`config.mk`:
```
export PLATFORM = sky130hd
export DESIGN_NAME = reg_file_sb_flat
export DESIGN_NICKNAME = d
export VERILOG_FILES = /design/src/rtl/reg_file_sb_if.sv /design/src/rtl/reg_file_sb.sv /design/src/flat_wrapper.sv
export SDC_FILE = /design/constraint.sdc
export NUM_CORES = 1
export LEC_CHECK = 0
export ABC_CLOCK_PERIOD_IN_PS = 3000
export CAP_MARGIN = 20
export CORE_MARGIN = 4
export CORE_UTILIZATION = 58
export CTS_BUF_LIST = sky130_fd_sc_hd__clkbuf_16
export CTS_CLUSTER_DIAMETER = 30
export DETAILED_ROUTE_END_ITERATION = 10
export DONT_BUFFER_PORTS = 1
export PLACE_DENSITY = 0.77
export SKIP_CTS_REPAIR_TIMING = 1
export SYNTH_ARGS = -nofsm -noshare
export SYNTH_HDL_FRONTEND = slang
export SYNTH_SLANG_ARGS = --single-unit
```
`constraint.sdc`:
```
create_clock -name clk -period 3 [get_ports clk]
set_clock_uncertainty 0.2 [all_clocks]
set_input_delay 0.3 -clock clk [delete_from_list [all_inputs] [get_ports clk]]
set_output_delay 0.3 -clock clk [all_outputs]
set_load 0.05 [all_outputs]
```
`src/rtl/reg_file_sb_if.sv`:
```
// Register-file bus: write, reserve, init and dual read ports bundled for reg_file_sb.
// master drives addresses/strobes; slave returns read data, pending bits and init_busy.
interface reg_file_sb_if #(
    parameter int WIDTH  = 32,
    parameter int ADDR_W = 4
);
    logic              wr_en;
    logic [ADDR_W-1:0] wr_addr;
    logic [WIDTH-1:0]  wr_data;
    logic [ADDR_W-1:0] rd_addr_a;
    logic [WIDTH-1:0]  rd_data_a;
    logic [ADDR_W-1:0] rd_addr_b;
    logic [WIDTH-1:0]  rd_data_b;
    logic              rsv_en;
    logic [ADDR_W-1:0] rsv_addr;
    logic              pend_a;
    logic              pend_b;
    logic              init_req;
    logic              init_busy;

    modport master (
        output wr_en, wr_addr, wr_data, rd_addr_a, rd_addr_b, rsv_en, rsv_addr, init_req,
        input  rd_data_a, rd_data_b, pend_a, pend_b, init_busy
    );

    modport slave (
        input  wr_en, wr_addr, wr_data, rd_addr_a, rd_addr_b, rsv_en, rsv_addr, init_req,
        output rd_data_a, rd_data_b, pend_a, pend_b, init_busy
    );
endinterface

```
`src/rtl/reg_file_sb.sv`:
```
// Register bank, 1W/2R, pending scoreboard and NUM_REGS-cycle clear sweep; REG_FILE_ZERO_REG_EN hardwires r0.
// Reads are zero-latency (optional write bypass); no backpressure, strobes are dropped while init_busy.
module reg_file_sb #(
    parameter int WIDTH    = 32,
    parameter int NUM_REGS = 16,
    parameter int ADDR_W   = 4,
    parameter int BYPASS   = 1
) (
    input logic          clk,
    input logic          clr,
    reg_file_sb_if.slave bus
);
    localparam int               IDX_W    = $clog2(NUM_REGS);
    localparam logic [ADDR_W:0]  NREGS_X  = (ADDR_W+1)'(NUM_REGS);
    localparam logic [IDX_W-1:0] LAST_IDX = IDX_W'(NUM_REGS - 1);
`ifdef REG_FILE_ZERO_REG_EN
    localparam bit ZERO_REG = 1'b1;
`else
    localparam bit ZERO_REG = 1'b0;
`endif

    typedef enum logic {IDLE, SWEEP} state_t;

    state_t              state_q, state_d;
    logic [IDX_W-1:0]    cnt_q, cnt_d;
    logic [WIDTH-1:0]    regs_q [NUM_REGS];
    logic [WIDTH-1:0]    regs_d [NUM_REGS];
    logic [NUM_REGS-1:0] pend_q, pend_d;
    logic                init_busy_q, init_busy_d;

    logic              wr_en, rsv_en, init_req, wr_ok, rsv_ok;
    logic [ADDR_W-1:0] wr_addr, rsv_addr, rd_addr_a, rd_addr_b;
    logic [WIDTH-1:0]  wr_data;
    logic [WIDTH:0]    rd_a, rd_b;

    assign wr_en     = bus.wr_en;
    assign wr_addr   = bus.wr_addr;
    assign wr_data   = bus.wr_data;
    assign rsv_en    = bus.rsv_en;
    assign rsv_addr  = bus.rsv_addr;
    assign init_req  = bus.init_req;
    assign rd_addr_a = bus.rd_addr_a;
    assign rd_addr_b = bus.rd_addr_b;

    // An address is usable only if it maps to a real, writable register.
    function automatic logic addr_ok(input logic [ADDR_W-1:0] a);
        return ({1'b0, a} < NREGS_X) && !(ZERO_REG && (a == '0));
    endfunction

    assign wr_ok  = (state_q == IDLE) && wr_en  && addr_ok(wr_addr);
    assign rsv_ok = (state_q == IDLE) && rsv_en && addr_ok(rsv_addr);

    // Returns {pend, data}; wr_ok already implies IDLE, so no bypass during a sweep.
    function automatic logic [WIDTH:0] read_port(input logic [ADDR_W-1:0] a);
        logic [WIDTH:0] r;
        r = '0;
        if (addr_ok(a)) begin
            if ((BYPASS != 0) && wr_ok && (wr_addr == a))
                r = {rsv_ok && (rsv_addr == a), wr_data};
            else
                r = {pend_q[a[IDX_W-1:0]], regs_q[a[IDX_W-1:0]]};
        end
        return r;
    endfunction

    assign rd_a = read_port(rd_addr_a);
    assign rd_b = read_port(rd_addr_b);

    assign bus.rd_data_a = rd_a[WIDTH-1:0];
    assign bus.pend_a    = rd_a[WIDTH];
    assign bus.rd_data_b = rd_b[WIDTH-1:0];
    assign bus.pend_b    = rd_b[WIDTH];
    assign bus.init_busy = init_busy_q;

    always_comb begin
        state_d = state_q;
        cnt_d   = cnt_q;
        regs_d  = regs_q;
        pend_d  = pend_q;
        case (state_q)
            IDLE: begin
                if (wr_ok) begin
                    regs_d[wr_addr[IDX_W-1:0]] = wr_data;
                    pend_d[wr_addr[IDX_W-1:0]] = 1'b0;
                end
                // Reserve after write: a fresh producer owns the register.
                if (rsv_ok)
                    pend_d[rsv_addr[IDX_W-1:0]] = 1'b1;
                if (init_req) begin
                    state_d = SWEEP;
                    cnt_d   = '0;
                end
            end
            SWEEP: begin
                regs_d[cnt_q] = '0;
                pend_d[cnt_q] = 1'b0;
                cnt_d         = cnt_q + IDX_W'(1);
                if (cnt_q == LAST_IDX)
                    state_d = IDLE;
            end
            default: state_d = IDLE;
        endcase
        init_busy_d = (state_d == SWEEP);
    end

    always_ff @(posedge clk or negedge clr) begin
        if (!clr) begin
            state_q     <= IDLE;
            cnt_q       <= '0;
            pend_q      <= '0;
            init_busy_q <= 1'b0;
            for (int i = 0; i < NUM_REGS; i++)
                regs_q[i] <= '0;
        end else begin
            state_q     <= state_d;
            cnt_q       <= cnt_d;
            pend_q      <= pend_d;
            init_busy_q <= init_busy_d;
            regs_q      <= regs_d;
        end
    end
endmodule

```
`src/flat_wrapper.sv`:
```
// flat-port wrapper written by rule: the top's interface ports become plain ports
module reg_file_sb_flat 
#(
    parameter int WIDTH    = 32,
    parameter int NUM_REGS = 16,
    parameter int ADDR_W   = 4,
    parameter int BYPASS   = 1
)
  (clk, clr, bus_wr_en, bus_wr_addr, bus_wr_data, bus_rd_addr_a, bus_rd_addr_b, bus_rsv_en, bus_rsv_addr, bus_init_req, bus_rd_data_a, bus_rd_data_b, bus_pend_a, bus_pend_b, bus_init_busy);
  reg_file_sb_if #(.WIDTH(WIDTH), .ADDR_W(ADDR_W)) bus_i ();
  input logic clk;
  input logic clr;
  input wire logic [$bits(bus_i.wr_en)-1:0] bus_wr_en;
  input wire logic [$bits(bus_i.wr_addr)-1:0] bus_wr_addr;
  input wire logic [$bits(bus_i.wr_data)-1:0] bus_wr_data;
  input wire logic [$bits(bus_i.rd_addr_a)-1:0] bus_rd_addr_a;
  input wire logic [$bits(bus_i.rd_addr_b)-1:0] bus_rd_addr_b;
  input wire logic [$bits(bus_i.rsv_en)-1:0] bus_rsv_en;
  input wire logic [$bits(bus_i.rsv_addr)-1:0] bus_rsv_addr;
  input wire logic [$bits(bus_i.init_req)-1:0] bus_init_req;
  output wire logic [$bits(bus_i.rd_data_a)-1:0] bus_rd_data_a;
  output wire logic [$bits(bus_i.rd_data_b)-1:0] bus_rd_data_b;
  output wire logic [$bits(bus_i.pend_a)-1:0] bus_pend_a;
  output wire logic [$bits(bus_i.pend_b)-1:0] bus_pend_b;
  output wire logic [$bits(bus_i.init_busy)-1:0] bus_init_busy;
  assign bus_i.wr_en = bus_wr_en;
  assign bus_i.wr_addr = bus_wr_addr;
  assign bus_i.wr_data = bus_wr_data;
  assign bus_i.rd_addr_a = bus_rd_addr_a;
  assign bus_i.rd_addr_b = bus_rd_addr_b;
  assign bus_i.rsv_en = bus_rsv_en;
  assign bus_i.rsv_addr = bus_rsv_addr;
  assign bus_i.init_req = bus_init_req;
  assign bus_rd_data_a = bus_i.rd_data_a;
  assign bus_rd_data_b = bus_i.rd_data_b;
  assign bus_pend_a = bus_i.pend_a;
  assign bus_pend_b = bus_i.pend_b;
  assign bus_init_busy = bus_i.init_busy;
  reg_file_sb #(.WIDTH(WIDTH), .NUM_REGS(NUM_REGS), .ADDR_W(ADDR_W), .BYPASS(BYPASS)) u_core (.clk(clk), .clr(clr), .bus(bus_i));
endmodule
```
* After elaboration in Yosys (flattened, before gate mapping) *
Index checks and enable logic that the tools add are counted.

storage, ports and cells
  register bits = 533
  input port bits = 53
  output and inout port bits = 67
  word-level logic and storage cells = 98

cells by class
  add/sub/neg operators = 1
  $lt $le $gt $ge = 14
  equality and inequality tests = 7
  muxes and demuxes = 34
  bitwise gates (word level) = 12
  reduce and logical (&&, ||, !) cells = 11

operators with widths
  kind                                                                                  number
  512-bit case mux with 2 select lines                                                  1
  512-bit AND                                                                           1
  512-bit bitwise mux                                                                   1
  512-bit two-way mux                                                                   1
  512-bit inverter                                                                      1
  32-bit binary-select mux with 4-bit select                                            2
  32-bit demux with 4-bit select                                                        2
  32-bit two-way mux                                                                    6
  33-bit two-way mux                                                                    2
  16-bit two-way mux                                                                    3
  16-bit AND                                                                            2
  16-bit inverter                                                                       2
  16-bit case mux with 2 select lines                                                   1
  4-bit by 5-bit < comparator with 1-bit output (second input constant)                 5
  5-bit greater-or-equal comparator (second input constant)                             4
  4-bit inverter with 5-bit output                                                      4
  4-bit == test                                                                         4
  16-bit OR                                                                             1
  1-bit demux with 4-bit select                                                         3
  4-bit by 1-bit greater-or-equal comparator with 1-bit output (second input constant)  3
  1-bit logical AND                                                                     11
  5-bit by 1-bit < comparator with 1-bit output (second input constant)                 2
  1-bit binary-select mux with 4-bit select                                             2
  4-bit case mux with 2 select lines                                                    1
  other kinds (8)                                                                       14

* Depth between registers and ports, before layout *
  depth after elaboration = 11
  depth in mapped cells = 7
  gate-level depth less buffers = 5

* Worst setup path before layout *
Ideal clock, no wire load.

  path type = in2out
  start point = in bus_rd_addr_b[0]
  end point = out bus_pend_b
  arrival time = 2.256 ns
  data required time = 2.500 ns
  setup slack = 0.244 ns
  stages on the path = 7
  path buffers = 4
  path through = buf_2 -> buf_2 -> buf_4 -> xnor2_1 -> nand3_1 -> buf_2 -> mux2i_1

on the way
  cells in the longest elaborated chain, start to end = 3
  elaborated cells on any way between the ends = 7
  classes of those cells = eq/ne (2); mux (3); reduce/logical (2)

RTL lines
  element                                                            RTL line            text
  start: declaration                                                 flat_wrapper.sv:17  input wire logic [$bits(bus_i.rd_addr_b)-1:0] bus_rd_addr_b;
  1-bit binary-select mux with 4-bit select (tied with other cells)  reg_file_sb.sv:61   r = {pend_q[a[IDX_W-1:0]], regs_q[a[IDX_W-1:0]]};
  1-bit two-way mux (implied by the code) (tied with other cells)    reg_file_sb.sv:61
  33-bit two-way mux (*)                                             reg_file_sb.sv:58   if ((BYPASS != 0) && wr_ok && (wr_addr == a))
  end: declaration                                                   flat_wrapper.sv:24  output wire logic [$bits(bus_i.pend_b)-1:0] bus_pend_b;

Mark *: on every way between the ends. The rest lies on a longest branch, timed or not. The select of a mux whose other input is x is not followed.

* Final worst setup path *
  start point = reg u_core.regs_q[19] (netlist name)
  end point = out bus_rd_data_b[19]

on the way
  cells in the longest elaborated chain, start to end = 4

RTL lines
  element                                                RTL line            text
  start: declaration                                     reg_file_sb.sv:26   logic [WIDTH-1:0] regs_q [NUM_REGS];
  start signal: assignment                               reg_file_sb.sv:119  regs_q <= regs_d;
  32-bit binary-select mux with 4-bit select             reg_file_sb.sv:61
  32-bit two-way mux (implied by the code) (2 in a row)  reg_file_sb.sv:61
  33-bit two-way mux                                     reg_file_sb.sv:58
  end: declaration                                       flat_wrapper.sv:22  output wire logic [$bits(bus_i.rd_data_b)-1:0] bus_rd_data_b;

No other way between the ends. The select of a mux whose other input is x is not followed.

==> flow_summary.ini <==
[status]
outcome = finished, violations left
violations = negative hold slack, max-slew violations

[clock_network]
cts_tree = done
clock_sinks = 533
path_clk_slew_ns = 0.05
htree_levels = 3
clock_latency_ns = 0.64
clock_path_buffers = 3
numCtsBuffers = 106
cts_root_buffer = clkbuf_16

[setup_path]
rr_endpoint = u_core.pend_q[3]
worst-path-buf-inv = 0
required_ns = 2.50
r2r-start = u_core.state_q
end_kind = primary output
crit_arrival_ns = 2.47
crit_start = u_core.regs_q[19]
crit_end = bus_rd_data_b[19]
critPathTopFamily = multiplexers
startpoint_type = flip-flop
crit_cells = 4
critPathSlowestCell = mux4_2
crit_chain = mux4_2, a22oi_1, nand2_1, mux2_2
path_max_fanout = 3
r2r_setup_slack_ns = 0.15
r2r_cells = 7
critPathKind = reg2out
cpPeakStageDelay_ns = 0.48

[route]
wire_per_inst_um = 34.75
drtIter0Drc = 3434
ant_nets = 0
drc = 0
wirelength_mm = 93.73
first_pass_iters = 6
via_count = 22040
vias_per_cell = 8.173

[synth]
synthArstFlopShare = 1.000
ys_ff_latch = 533
yosys.area.top_type = dfrtp_1
synth_common_cells = dfrtp_1, a22o_1, mux4_2
synth_edf_count = 0
syn_nets = 2091
yosysSeqAreaShare = 0.4754
synthTopCellsByArea = dfrtp_1, mux4_2, a22o_1
syn_avg_cell_area_sq_um = 13.79
synthCells = 2034
synth.most_common_cell = dfrtp_1
synth.distinct_cells = 42
synth_area_sq_mm = 0.02806
synth_top_area_frac = 0.4754
ys.flop_type = dfrtp_1
ys_warn_count = 0

[finish]
synthToLayoutAreaGrowth_pct = 17.67
fill_cells = 3004
multi_input_area_sq_mm = 0.01398
antenna_cells = 0
nNetsFinal = 2046
drive_gt1_frac = 0.3074
seq_area_sq_mm = 0.01334

[timing]
rsz0062_at_grt = no
slew_viol_final = 460
min_period_over_period = 0.9890
slew_headroom = -0.6099
fmax_mhz = 337.1
worst_pin_slew_ns = 2.415
whs_ns = -0.8013
setup_viol = 0
setup_ws_ns = 0.03310
period_needed_ns = 2.967
final_hold_viol_count = 533

[power]
p_total_w = 0.02731
p_leak_nw = 14.65
irDropWorstVdd_mv = 0.6110
p_per_area_mw_per_mm2 = 827.2

[floorplan]
fp.dieW_um = 227.9
core.rowCount = 80
coreArea_sq_mm = 0.04775
initial_utilization = 0.5877
die_area_sq_mm = 0.05196
die_y_um = 227.9
io_pins = 120

[global_route]
grt_overflow_total = 0
track_usage = 0.3502
antenna_found_initial = 3
grt_max_degree = 534
grt_pass1_vias = 22810
grt_pass1_wl_mm = 140.5

[place]
dp_hpwl_mm = 48.24
preCtsSetupSlack_ns = 0.4742
gp_congestion = 0.8704
numPortBuffers = 0

[flow_run]
maxCapViolCount = 0

[hold_path]
holdCritPathClass = in2async
through the flow:
stage | cell area (sq um) | TNS [ns] | instances | util
after global placement | 28700 | 0 | 2446 | 0.6011
final | 33020 | 0 | 2697 | 0.6915
after floorplan | 28060 | 0 | 2034 | -
after detailed placement | 28720 | 0 | 2447 | 0.6015
after CTS | 32470 | -2.542 | 2648 | 0.6800
after global routing | 33020 | 0 | 2697 | 0.6915
worst min path at each step:
stage / start / cells after the start / endpoint / slack [ns]
final: clr / 0 / u_core.pend_q[3] / -0.80
after global routing: clr / 0 / u_core.pend_q[3] / -0.82
after CTS: clr / 0 / u_core.pend_q[2] / -0.82
after detailed placement: clr / 0 / u_core.pend_q[2] / -0.16
after global placement: clr / 0 / u_core.pend_q[6] / -0.16
after floorplan: clr / 0 / u_core.cnt_q[0] / -0.20
registers in the layout, summed over array words and instances (netlist names):
register / flops
u_core.cnt_q: 4
u_core.pend_q: 16
u_core.regs_q: 512
u_core.state_q: 1
routing by layer:
metal,share of wire,global-route usage
met1,0.36,0.4718
met2,0.46,0.5239
met3,0.14,0.1254
met4,0.039,0.1487
met5,0.00025,0
cell usage in the layout, fill, tap and decap left out, drive strengths merged, types with 11 or more instances in the layout:
cell	n
nor2b	11
buf	76
a22oi	135
bufinv	15
clkbuf	109
nand3	11
xor2	13
dlygate4sd3	46
a22o	512
clkinv	42
mux2	66
mux4	264
dfrtp	533
a31oi	12
inv	32
nor2	17
mux2i	12
o21ai	14
nand2	103
kinds of logic (layout without fill, tap and decap cells):
logic type | Yosys count | count (layout) | synth area share
mux | 342 | 342 | 0.2427
fa+ha+maj | 4 | 4 | 0.001784
buf+inv | 281 | 329 | 0.04156
flops | 533 | 533 | 0.4754
simple gates | 167 | 167 | 0.02800
compound gates | 689 | 689 | 0.2050
xor+xnor | 18 | 18 | 0.005619
report_power, final:
| part | total, W | internal [W] | switching, W |
|---|---|---|---|
| registers | 0.00945 | 0.00839 | 0.00106 |
| clock network | 0.0123 | 0.00799 | 0.00429 |
| logic | 0.00558 | 0.00249 | 0.00309 |
| total | 0.0273 | 0.0189 | 0.00844 |
layout make-up:
type / count / area share
Multi-Input combinational cell: 1220 / 0.4234
Sequential cell: 533 / 0.4040
Clock buffer: 109 / 0.08261
Timing Repair Buffer: 122 / 0.03502
Clock inverter: 92 / 0.03096
Tap cell: 615 / 0.02331
Inverter: 6 / 0.0006821
No activity file was read; power rests on OpenSTA's default activity.
